==> src/rtl/bit_population_counter_pipe.sv <==
// Streaming popcount (ones or zeros per beat) through a registered adder tree,
// with a saturating per-packet running total and valid/ready flow control.
module bit_population_counter_pipe #(
  parameter  int WIDTH     = 64,
  parameter  int REG_EVERY = 2,
  parameter  int ACC_WIDTH = 16,
  localparam int CNT_W     = $clog2(WIDTH + 1),
  localparam int LVL       = $clog2(WIDTH),
  localparam int LAT       = 1 + (LVL + REG_EVERY - 1) / REG_EVERY
) (
  input  logic                 clk_i,
  input  logic                 srst_n_i,
  input  logic [WIDTH-1:0]     data_i,
  input  logic                 data_mode_i,
  input  logic                 data_last_i,
  input  logic                 data_val_i,
  output logic                 data_rdy_o,
  output logic [CNT_W-1:0]     cnt_o,
  output logic [ACC_WIDTH-1:0] sum_o,
  output logic                 sat_o,
  output logic                 last_o,
  output logic                 out_val_o,
  input  logic                 out_rdy_i
);

  localparam int N = 1 << LVL;

  logic           en;
  logic [N-1:0]   leaf;
  logic [LAT-1:0] vld;
  logic [LAT-1:0] lst;
  logic           tail_vld_in;
  logic           tail_lst_in;

  // One enable for every stage: the whole pipe freezes while the output waits.
  assign en         = out_rdy_i || !out_val_o;
  assign data_rdy_o = srst_n_i && en;

  // NOTE: every always_comb output gets a default first, so no path leaves it
  // unassigned and no latch is inferred.
  always_comb begin
    leaf              = '0;
    leaf[WIDTH-1:0]   = data_i ^ {WIDTH{data_mode_i}};
  end

  // Level l holds N>>l partial sums of l+1 bits each; level 0 is the leaf bits.
  for (genvar l = 0; l <= LVL; l++) begin : g_lvl
    localparam int NL = N >> l;
    localparam int WL = l + 1;
    logic [NL*WL-1:0] sum;
    logic [NL*WL-1:0] node;

    if (l == 0) begin : g_leaf
      assign sum = leaf;
    end else begin : g_add
      for (genvar i = 0; i < NL; i++) begin : g_node
        assign sum[i*WL +: WL] = {1'b0, g_lvl[l-1].node[(2*i)*(WL-1) +: WL-1]}
                               + {1'b0, g_lvl[l-1].node[(2*i+1)*(WL-1) +: WL-1]};
      end
    end

    if (l == 0 || (l % REG_EVERY) == 0 || l == LVL) begin : g_reg
      // NOTE: the tree registers are reset (not left free-running) because
      // cnt_o, which is the last of them, must read 0 out of reset.
      always_ff @(posedge clk_i) begin
        if (!srst_n_i) begin
          node <= '0;
        end else if (en) begin
          node <= sum;
        end
      end
    end else begin : g_comb
      assign node = sum;
    end
  end

  // NOTE: sequential state is written with non-blocking assignments only, so
  // every stage samples the previous stage's pre-edge value.
  always_ff @(posedge clk_i) begin
    if (!srst_n_i) begin
      vld <= '0;
      lst <= '0;
    end else if (en) begin
      vld[0] <= data_val_i;
      lst[0] <= data_last_i;
      for (int k = 1; k < LAT; k++) begin
        vld[k] <= vld[k-1];
        lst[k] <= lst[k-1];
      end
    end
  end

  if (LAT == 1) begin : g_tail_direct
    assign tail_vld_in = data_val_i;
    assign tail_lst_in = data_last_i;
  end else begin : g_tail_piped
    assign tail_vld_in = vld[LAT-2];
    assign tail_lst_in = lst[LAT-2];
  end

  assign out_val_o = vld[LAT-1];
  assign last_o    = lst[LAT-1];
  assign cnt_o     = g_lvl[LVL].node[CNT_W-1:0];

  logic [CNT_W-1:0]     cnt_next;
  logic [ACC_WIDTH:0]   raw_sum;
  logic [ACC_WIDTH-1:0] sum_next;
  logic                 sat_next;
  logic [ACC_WIDTH-1:0] acc;
  logic                 sat_acc;

  assign cnt_next = g_lvl[LVL].sum[CNT_W-1:0];
  assign raw_sum  = {1'b0, acc} + {{(ACC_WIDTH + 1 - CNT_W){1'b0}}, cnt_next};
  assign sum_next = raw_sum[ACC_WIDTH] ? '1 : raw_sum[ACC_WIDTH-1:0];
  assign sat_next = sat_acc | raw_sum[ACC_WIDTH];

  // The running total advances only when a real beat enters the output stage.
  always_ff @(posedge clk_i) begin
    if (!srst_n_i) begin
      acc     <= '0;
      sat_acc <= 1'b0;
      sum_o   <= '0;
      sat_o   <= 1'b0;
    end else if (en && tail_vld_in) begin
      sum_o <= sum_next;
      sat_o <= sat_next;
      if (tail_lst_in) begin
        acc     <= '0;
        sat_acc <= 1'b0;
      end else begin
        acc     <= sum_next;
        sat_acc <= sat_next;
      end
    end
  end

endmodule
==> config.mk <==
export PLATFORM = sky130hd
export DESIGN_NAME = bit_population_counter_pipe
export DESIGN_NICKNAME = d
export VERILOG_FILES = /design/src/rtl/bit_population_counter_pipe.sv
export SDC_FILE = /design/constraint.sdc
export NUM_CORES = 1
export LEC_CHECK = 0
export CAP_MARGIN = 20
export CORE_ASPECT_RATIO = 1.1
export CORE_UTILIZATION = 44
export CTS_CLUSTER_DIAMETER = 120
export DETAILED_ROUTE_END_ITERATION = 16
export PLACE_DENSITY_LB_ADDON = 0.25
export SLEW_MARGIN = 10
export SYNTH_ARGS = -nofsm -noshare
export SYNTH_HDL_FRONTEND = slang
export SYNTH_SLANG_ARGS = --single-unit
==> constraint.sdc <==
create_clock -name clk_i -period 4.71 [get_ports clk_i]
set_input_delay 0.942 -clock clk_i [delete_from_list [all_inputs] [get_ports clk_i]]
set_output_delay 0.942 -clock clk_i [all_outputs]
set_load 0.01 [all_outputs]
==> flow_summary.yaml, run 1 <==
place:
  hpwl_microns: 12900
  gp_congestion: 0.851
  io_buffers: 96
  pre_cts_ws_ns: 0.421
synthesis:
  synth-compound-area-share_pct: 13.8
  netlist_area_sq_mm: 0.00984
  synth_top_area_share_pct: 36.8
  synth_largest_area_cell: "dfxtp_1"
  synthSimpleGateAreaFrac_pct: 16.9
  yosysUniqueCellTypes: 49
  avgSynthCellArea_sq_um: 8.78
  synthCells: 1121
  synth-edff-count: 0
  syn_nets: 1303
  synth_xor_xnor_area_share_pct: 7.21
  seq_area_frac_synth_pct: 36.8
  synth-seq-cells: 181
  yosys_warnings: 0
  synth_ff_type: "dfxtp_1"
  synth_top_family_by_area: "adder cells"
  synthMuxAreaShare_pct: 0.102
  synthArstFlopShare_pct: 0
  synth-adder-area-share_pct: 18.1
  synth_area_leaders: "dfxtp_1, fa_1, nand2_1, ha_1, xnor2_1"
worst_setup_path:
  start_kind: "flop"
  path_common_cell: "fa_1"
  cp_slowest_cell: "fa_1"
  critical_path.cell_chain: "inv_1 -> fa_1 -> inv_1 -> fa_1 -> ha_1 -> fa_1 -> a21o_1 -> a21oi_1 -> xnor2_1 -> ha_1 -> o211ai_2 -> o21a_1 -> nor3_4 -> nor2_1 -> a211oi_1"
  required_ns: 5.05
  worstSetupPathType: "reg -> reg"
  crit_arrival_ns: 4.61
  cp_max_fo: 10
  crit_path_end_kind: "flop"
  rr_worst_depth: 15
  reg2reg_from: "g_lvl[4].node[1]$_SDFFE_PN0N_"
  r2r_slack_ns: 0.43
  cp_slowest_stage_delay_ns: 0.52
  r2r_end: "acc[9]$_SDFFE_PN0P_"
  cp-endpoint: "acc[9]$_SDFFE_PN0P_"
  crit_start: "g_lvl[4].node[1]$_SDFFE_PN0N_"
timing:
  rsz0062_at_grt: "no"
  period_minus_slack_ns: 4.28
  setup_tns_ns: 0
  hold_viol: 0
  slew_headroom_pct: 34.6
  skew_ns: 0.0154
  postLayoutSetupSlackWorst_ns: 0.433
  period_share_pct: 90.8
  slew_violations: 0
  finalSetupViolCount: 0
  max_freq_mhz: 234
  worst_pin_slew_ns: 0.982
global_routing:
  gr-total-overflow: 0
  grt_pass1_wl_microns: 32900
  grt_max_degree: 114
  antenna_found_initial: 0
  grt_busiest_layer: "met2"
  track_usage_pct: 17.8
  grtUsageMet1_pct: 23.5
  met3_usage_pct: 3.62
  grt_pass1_vias: 7055
  use_met2_pct: 29.0
clock_tree:
  cts_tree: "built"
  post_cts_buffers: 0
  cts.sinks: 181
  cts_inserted_buffers: 17
  cts_root_buffer: "clkbuf_16"
  cts.repair.resized: 0
  cts.htree.levels: 4
  clock_latency_ns: 0.43
  clock_path_buffers: 2
  path_clk_slew_ns: 0.07
  hold_buffers: 0
cells_and_area:
  antenna_cells: 0
  nets: 1358
  final_cell_mix: "nand2_1, dfxtp_1, inv_1"
  layout_commonest_cell: "nand2_1"
  utilization_pct: 52.6
  multi_input_area_sq_mm: 0.00555
  drive_gt1_share_pct: 4.46
  synthToLayoutAreaGrowth_pct: 17.8
  fillerInstances: 2052
  seqCellArea_sq_mm: 0.00362
min_path:
  hold_class: "reg -> reg"
floorplan:
  die_h_microns: 159
  ios: 97
  die-area_sq_mm: 0.0230
  fp.dieW_microns: 145
  initial_core_util_pct: 44.7
  placementRows: 57
  coreArea_sq_mm: 0.0220
route:
  firstDrtPassIters: 4
  avgRoutedWirePerCell_microns: 12.5
  postRouteAntennaNets: 0
  via_count: 7156
  drc: 0
  drt_iter0_drc: 262
  drt_wl_total_microns: 18600
  drt-vias-per-instance: 4.83
power:
  power_density_mw_per_mm2: 378
  power_mw: 4.39
  vdd_drop_max_uv: 217
  leakage_nw: 5.25
run_status:
  status: "finished clean"
run:
  drv_cap: 0
==> metal layers <==
| metal | up-vias | share of wire [%] |
|---|---|---|
| met5 | - | 0 |
| met4 | 0 | 1.1 |
| met3 | 16 | 2.6 |
| met2 | 104 | 48 |
| met1 | 3310 | 48 |
| li1 | 3726 | - |
==> how the worst min path moves through the flow <==
stage,cells after the start,from,endpoint
after floorplan,2,sat_acc$_SDFFE_PN0P_,sat_acc$_SDFFE_PN0P_
after global placement,2,sat_acc$_SDFFE_PN0P_,sat_acc$_SDFFE_PN0P_
after detailed placement,2,cnt_o[2]$_SDFFE_PN0N_,cnt_o[2]$_SDFFE_PN0N_
after CTS,2,cnt_o[2]$_SDFFE_PN0N_,cnt_o[2]$_SDFFE_PN0N_
after global routing,2,vld[1]$_SDFFE_PN0N_,vld[1]$_SDFFE_PN0N_
final,2,cnt_o[2]$_SDFFE_PN0N_,cnt_o[2]$_SDFFE_PN0N_
==> critical path, delay by kind of cell, from the launching register on <==
kind / cells / cell delay [ns]
xor gates and xnor gates: 1 / 0.10
buffers and inverters: 2 / 0.11
AOI/OAI and AO/OA: 5 / 1.03
and+or+nand+nor: 2 / 0.60
DFF: 1 / 0.33
adders and majority gates: 5 / 2.02
==> area by class of cell <==
class	count	share of cell area, %
clock buffers	20	3.94
clock inverters	11	1.31
inverters	113	3.66
multi-input cells	761	47.8
flip-flops and latches	181	31.2
well taps	295	3.18
repair buffers	102	8.85
==> metrics by stage <==
step | cells | hold slack, ns | instance area, sq um
CTS | 1483 | 0.466 | 11600
global placement | 1452 | 0.451 | 11000
finish | 1483 | 0.461 | 11600
floorplan | 1121 | 0.437 | 9840
detailed placement | 1452 | 0.459 | 11000
global route | 1483 | 0.486 | 11600
==> cell families (layout without fill, tap and decap cells) <==
family / after synthesis / after routing
AND/OR/NAND/NOR: 379 / 379
AO/OA/AOI/OAI: 188 / 188
flip-flops: 181 / 181
buffers and inverters: 179 / 246
adder cells (fa/ha/maj): 112 / 112
XOR/XNOR: 81 / 81
multiplexers: 1 / 1
==> power by group <==
group | total [mW] | internal (mW) | switching [mW]
clock | 1.47 | 0.863 | 0.604
sequential | 1.78 | 1.69 | 0.0907
combinational | 1.14 | 0.531 | 0.612
total | 4.39 | 3.08 | 1.31
==> state kept, by name, indices dropped and copies added (netlist names) <==
name,cells
sum_o,16
acc,16
sat_acc,1
lst,4
vld,4
cnt_o,7
sat_o,1
g_lvl.node,132
==> cells in the mapped netlist (2+ instances only) <==
library cell / n
a211oi_1: 6
inv_1: 113
nor2_1: 11
o21ai_0: 25
o211ai_2: 2
o221a_2: 3
xor2_1: 8
a21o_1: 9
nand3_1: 14
nand2_1: 272
a41oi_1: 3
and3_1: 52
clkbuf_1: 47
buf_1: 6
nor3_1: 8
o21a_1: 4
o211a_1: 22
nor3b_1: 3
a21boi_0: 73
xnor2_1: 73
nor4_1: 2
ha_1: 61
fa_1: 51
o21ai_1: 2
nand4_1: 3
a21oi_1: 29
buf_2: 12
and2_1: 4
dfxtp_1: 181
o31ai_1: 2
nand2b_1: 2
Note: power is estimated with default switching activity, not from simulation.
==> inputs of run 2 (changes only) <==
--- a/config.mk
+++ b/config.mk
@@ -7,6 +7,7 @@
 export LEC_CHECK = 0
 export CAP_MARGIN = 20
 export CORE_ASPECT_RATIO = 1.1
+export CORE_MARGIN = 2
 export CORE_UTILIZATION = 44
 export CTS_CLUSTER_DIAMETER = 120
 export DETAILED_ROUTE_END_ITERATION = 16
==> flow_summary.yaml, run 2 (synthesis results as in run 1) <==
cells_and_area:
  top_regs: "g_lvl.node x132, acc x16, sum_o x16"
  utilization_pct: 52.3
  synthToLayoutAreaGrowth_pct: 17.0
  fillerInstances: 2086
  antenna_cells: 0
  drive_gt1_share_pct: 4.29
  regMostFlops: "g_lvl.node"
  layout_commonest_cell: "nand2_1"
  nets: 1359
  largest_register_ffs: 132
  final_cell_mix: "nand2_1, dfxtp_1, inv_1"
timing:
  finalSetupViolCount: 0
  slew_violations: 0
  max_freq_mhz: 232
  rsz0062_at_grt: "no"
  worst_pin_slew_ns: 0.978
  postLayoutSetupSlackWorst_ns: 0.398
  skew_ns: 0.0123
  hold_viol: 0
  period_share_pct: 91.6
  slew_headroom_pct: 34.8
  setup_tns_ns: 0
  period_minus_slack_ns: 4.31
global_routing:
  gr-total-overflow: 0
  antenna_found_initial: 0
  grt_pass1_wl_microns: 32800
  track_usage_pct: 16.8
  grt_max_degree: 104
  grt_pass1_vias: 6981
place:
  gp_congestion: 0.843
  hpwl_microns: 13000
  io_buffers: 96
  pre_cts_ws_ns: 0.426
worst_setup_path:
  crit_arrival_ns: 4.63
  critical_path.cell_chain: "inv_1 -> fa_1 -> inv_1 -> fa_1 -> ha_1 -> fa_1 -> a21o_1 -> a21oi_1 -> xnor2_1 -> ha_1 -> o211ai_2 -> o21a_1 -> nor3_1 -> nand4_1 -> o211a_1"
  cp.depth: 15
  path_common_cell: "fa_1"
  cp-endpoint: "acc[12]$_SDFFE_PN0P_"
  crit_path_end_kind: "flop"
  cp_max_fo: 5
  worst-path-buf-inv: 2
  reg2reg_from: "g_lvl[4].node[1]$_SDFFE_PN0N_"
  r2r_end: "acc[12]$_SDFFE_PN0P_"
  cp_slowest_cell: "fa_1"
  r2r_slack_ns: 0.40
  cp_slowest_stage_delay_ns: 0.53
  required_ns: 5.03
  worstSetupPathType: "reg -> reg"
  rr_worst_depth: 15
  crit_start: "g_lvl[4].node[1]$_SDFFE_PN0N_"
  critPathTopFamily: "adder cells"
  start_kind: "flop"
route:
  firstDrtPassIters: 4
  via_count: 7155
  postRouteAntennaNets: 0
  drt_wl_total_microns: 18700
  avgRoutedWirePerCell_microns: 12.6
  drc: 0
  drt-vias-per-instance: 4.82
  drt_iter0_drc: 294
floorplan:
  placementRows: 57
  die_h_microns: 161
  initial_core_util_pct: 44.7
  ios: 97
  die-area_sq_mm: 0.0236
  fp.dieW_microns: 147
  coreArea_sq_mm: 0.0220
run:
  drv_cap: 0
clock_tree:
  clock_path_buffers: 2
  clock_latency_ns: 0.43
  cts_tree: "built"
  cts.sinks: 181
  hold_buffers: 0
  post_cts_buffers: 0
  path_clk_slew_ns: 0.07
  cts.repair.resized: 0
  cts.htree.levels: 4
  cts_inserted_buffers: 17
  cts_root_buffer: "clkbuf_16"
run_status:
  status: "finished clean"
power:
  power_density_mw_per_mm2: 367
  p_sw_mw: 1.28
  power_frac_comb_pct: 26.8
  swShare_pct: 30.2
  internal_power_mw: 2.95
  leakage_nw: 5.22
  vdd_drop_max_uv: 199
  pwr-share-seq_pct: 42.0
  clkPwrFrac_pct: 31.3
min_path:
  hold_class: "reg -> reg"
  hold_depth: 2
==> run 2: changes by cell type in the layout (fill, tap and decap cells not counted), sizes merged <==
cell	delta
inv	-1
clkinv	+2
clkbuf	+2
bufinv	-2
buf	+1
clkinvlp	-1
==> run 2: worst register-to-register path: stages (launching register included) <==
cell	delay, ns
dfxtp_1	0.33
inv_1	0.06
fa_1	0.53
inv_1	0.05
fa_1	0.47
ha_1	0.25
fa_1	0.41
a21o_1	0.19
a21oi_1	0.17
xnor2_1	0.11
ha_1	0.39
o211ai_2	0.15
o21a_1	0.27
nor3_1	0.45
nand4_1	0.21
o211a_1	0.18
==> run 2: metal layers <==
layer,global-route usage [%],vias to the layer above,part of all wire (%)
met5,0,-,0
met4,4.68,0,1.2
met3,3.69,18,3.3
met2,28.2,117,48
met1,21.9,3295,48
li1,-,3725,-
==> run 2: worst min-delay path by stage <==
stage                                startpoint                    end  slack, ns
after global placement     sat_acc$_SDFFE_PN0P_   sat_acc$_SDFFE_PN0P_       0.45
after detailed placement    lst[1]$_SDFFE_PN0N_    lst[1]$_SDFFE_PN0N_       0.46
after global routing        lst[1]$_SDFFE_PN0N_    lst[1]$_SDFFE_PN0N_       0.49
after floorplan            sat_acc$_SDFFE_PN0P_   sat_acc$_SDFFE_PN0P_       0.44
after CTS                   lst[1]$_SDFFE_PN0N_    lst[1]$_SDFFE_PN0N_       0.47
final                     cnt_o[1]$_SDFFE_PN0N_  cnt_o[1]$_SDFFE_PN0N_       0.46
==> run 2: per-stage QoR <==
step | hold WS [ns] | cell area [sq um] | std cells | power (mW)
final | 0.465 | 11500 | 1484 | 4.23
after global routing | 0.488 | 11500 | 1484 | 4.57
after CTS | 0.470 | 11500 | 1484 | 4.30
after detailed placement | 0.461 | 11000 | 1453 | 2.95
after global placement | 0.452 | 11000 | 1453 | 2.93
after floorplan | 0.437 | 9840 | 1121 | 2.61
==> run 2: power by group through the flow <==
stage | logic (mW) | clock network [mW] | registers (mW)
floorplan | 0.815 | 0 | 1.80
global placement | 1.12 | 0 | 1.81
detailed placement | 1.14 | 0 | 1.81
CTS | 1.16 | 1.36 | 1.78
global route | 1.34 | 1.43 | 1.80
finish | 1.13 | 1.32 | 1.78
==> run 2: area by class of cell <==
class / instances / area [sq um] / share of cell area (%)
tap: 295 / 369 / 3.20
clock buffer: 22 / 454 / 3.94
inverter: 113 / 424 / 3.68
multi-input combinational: 761 / 5550 / 48.1
sequential: 181 / 3620 / 31.5
timing repair buffer: 103 / 1020 / 8.86
clock inverter: 9 / 81.3 / 0.706
==> RTL edit (flow settings as in run 1) <==
Make the reset (`srst_n_i`) asynchronous in 3 clocked blocks.
--- a/src/rtl/bit_population_counter_pipe.sv
+++ b/src/rtl/bit_population_counter_pipe.sv
@@ -63,5 +63,5 @@
       // NOTE: the tree registers are reset (not left free-running) because
       // cnt_o, which is the last of them, must read 0 out of reset.
-      always_ff @(posedge clk_i) begin
+      always_ff @(posedge clk_i or negedge srst_n_i) begin
         if (!srst_n_i) begin
           node <= '0;
@@ -77,5 +77,5 @@
   // NOTE: sequential state is written with non-blocking assignments only, so
   // every stage samples the previous stage's pre-edge value.
-  always_ff @(posedge clk_i) begin
+  always_ff @(posedge clk_i or negedge srst_n_i) begin
     if (!srst_n_i) begin
       vld <= '0;
@@ -116,5 +116,5 @@
 
   // The running total advances only when a real beat enters the output stage.
-  always_ff @(posedge clk_i) begin
+  always_ff @(posedge clk_i or negedge srst_n_i) begin
     if (!srst_n_i) begin
       acc     <= '0;
Behaviour: not the same (Yosys sat finds a counterexample within 10 cycles, from zero or initial values and one cycle with srst_n_i low; the reset may be asserted at any time).
==> RTL edit against run 1 <==
Wire length decreased by 9.6%. Via count decreased by 13%. Utilization increased by 0.66 points. Maximum frequency increased by 1.5%. Sequential cell count unchanged. Synthesized area increased by 1.3%. Sequential share of layout area increased by 7.1 points. Non-clock buffer count decreased by 1. Cell area increased by 1.9%. Count of clock-buffer cells in the layout decreased by 1. Setup slack improved by 62 ps. Global-route usage decreased by 2.1 points. Highest routed layer unchanged.
Power is not shown: default switching activity piles up to over one toggle a cycle in this logic, so the estimate is an artifact.
==> RTL edit: results (changes against run 1) <==
- Status: completed
- Synthesized area per cell: 11.0 um2 (+25%)
- Ys async rst share: 1.00 (+1.00)
- Commonest cells in the synthesized netlist: 181 x dfrtp_1, 113 x inv_1, 80 x nand2_1
- Placement Setup Slack: 510 ps (+89.2 ps)
- Post-Syn Nets: 1090 (-16%)
- Largest registers: g_lvl.node: 132 flops, acc: 16 flops, sum_o: 16 flops
- Worst-path maximum fanout: 10 (unchanged)
- Worst-Margin Slew: 954 ps (-28.0 ps)
- Largest net degree at the start of global routing: 187 (+64%)
- Dpl hpwl: 11.9 mm (-7.7%)
- Mux cell area share after synthesis: 0.0756 (+0.0746)
- Sequential area share after synthesis: 0.454 (+0.0860)
- Dpl cell area: 0.0112 mm2 (+1.7%)
- Reg2Reg Depth: 16 (+1)
- Num CTS Buffers: 17 (unchanged)
- Clock buffer depth: 2 (unchanged)
- Register-to-register path setup slack: 500 ps (+60 ps)
- Drt first pass iters: 4 (unchanged)
- Worst min path class: input port to async pin
- Synth Area in Compound Gates: 0.0908 (-0.0476)
- Post-synthesis xor/xnor area fraction: 0.0702 (-0.00182)
- Top sig layer: met4
- Port buffer count: 96 (unchanged)
- Origin of the critical flop-to-flop path: g_lvl[4].node[1]$_DFFE_PN0N_
- Layer with the highest usage: met2
- Worst Hold Slack: 392 ps (-68.5 ps)
- Distinct cells, synth: 50 (+2.0%)
- DRC: 0 (unchanged)
- Via count: 6211 (-13%)
- GR Util All Layers: 0.157 (-0.0209)
- Skew final: 8.82 ps (-6.58 ps)
- Post-DR wirelength/cell: 13.0 um (+3.6%)
- Gpl congestion: 0.797 (-6.3%)
- M1 WL: 8.04 mm (-9.8%)
- Area contributors post-synth: dfrtp_1 45%, fa_1 10%, ha_1 7.7%
- PostCTS Resize Cnt: 0 (unchanged)
- Global Route met3 Usage: 0.0340 (-0.00219)
- Routed WL: 16.8 mm (-9.6%)
- Initial antenna violation count: 0 (unchanged)
- CTS clk-pin slew, worst paths: 70 ps (about the same)
- Initial DRC Count: 214 (-18%)
- Fraction of the mapped netlist area in adder cells: 0.179 (-0.00236)
- WL met3: 530 um (+12%)
- Met1 Usage GRT: 0.215 (-0.0197)
- RR Endpoint: acc[13]$_DFFE_PN0P_
- NumNets Final: 1168 (-14%)
- First-pass GRT wire length: 29.6 mm (-10%)
- Metal2 WL: 8.05 mm (-10%)
- Share of layout cells above drive strength 1: 0.119 (+0.0745)
- Grt met2 use: 0.254 (-0.0358)
==> RTL edit: changes by cell type in the layout (fill, tap and decap cells not counted), sizes merged, moves of 12 or more <==
cell,change
a21boi,-71
a21oi,+16
and3,-47
dfrtp,+181
dfxtp,-181
mux2,+67
nand2,-192
nand3,-12
nor2,+31
o211a,-18
o21ai,+48
xnor2,-49
xor2,+48
==> RTL edit: how the worst max path moves through the flow <==
| stage | start | end | slack, ps | cells after the start |
|---|---|---|---|---|
| 5_1_grt | g_lvl[4].node[1]$_DFFE_PN0N_ | acc[13]$_DFFE_PN0P_ | 290 | 16 |
| 2_1_floorplan | g_lvl[4].node[1]$_DFFE_PN0N_ | sum_o[10]$_DFFE_PN0P_ | 730 | 16 |
| 4_1_cts | g_lvl[4].node[1]$_DFFE_PN0N_ | acc[13]$_DFFE_PN0P_ | 480 | 16 |
| 6_report | g_lvl[4].node[1]$_DFFE_PN0N_ | acc[13]$_DFFE_PN0P_ | 500 | 16 |
| 3_5_place_dp | g_lvl[4].node[1]$_DFFE_PN0N_ | acc[13]$_DFFE_PN0P_ | 510 | 16 |
| 3_3_place_gp | g_lvl[4].node[1]$_DFFE_PN0N_ | sum_o[10]$_DFFE_PN0P_ | 580 | 16 |
==> RTL edit: area by class of cell <==
type | count | area [um2]
inverters | 113 | 424
flip-flops and latches | 181 | 4530
clock buffers | 19 | 453
clock inverters | 13 | 165
well taps | 295 | 369
repair buffers | 101 | 1030
multi-input cells | 572 | 4850
fillers | 1943 | 10400
==> RTL edit: critical path, cell delays in order, from the launching register on <==
cell and delay [ps]:
dfrtp_1 320, inv_1 60, fa_1 530, inv_1 50, fa_1 460, ha_1 240, fa_1 400, a21oi_1 170
nor2_1 50, nor2_1 110, xnor2_1 90, ha_1 380, o211ai_2 130, o211a_1 280, o31a_1 450, and4_4 240
nor3_2 170
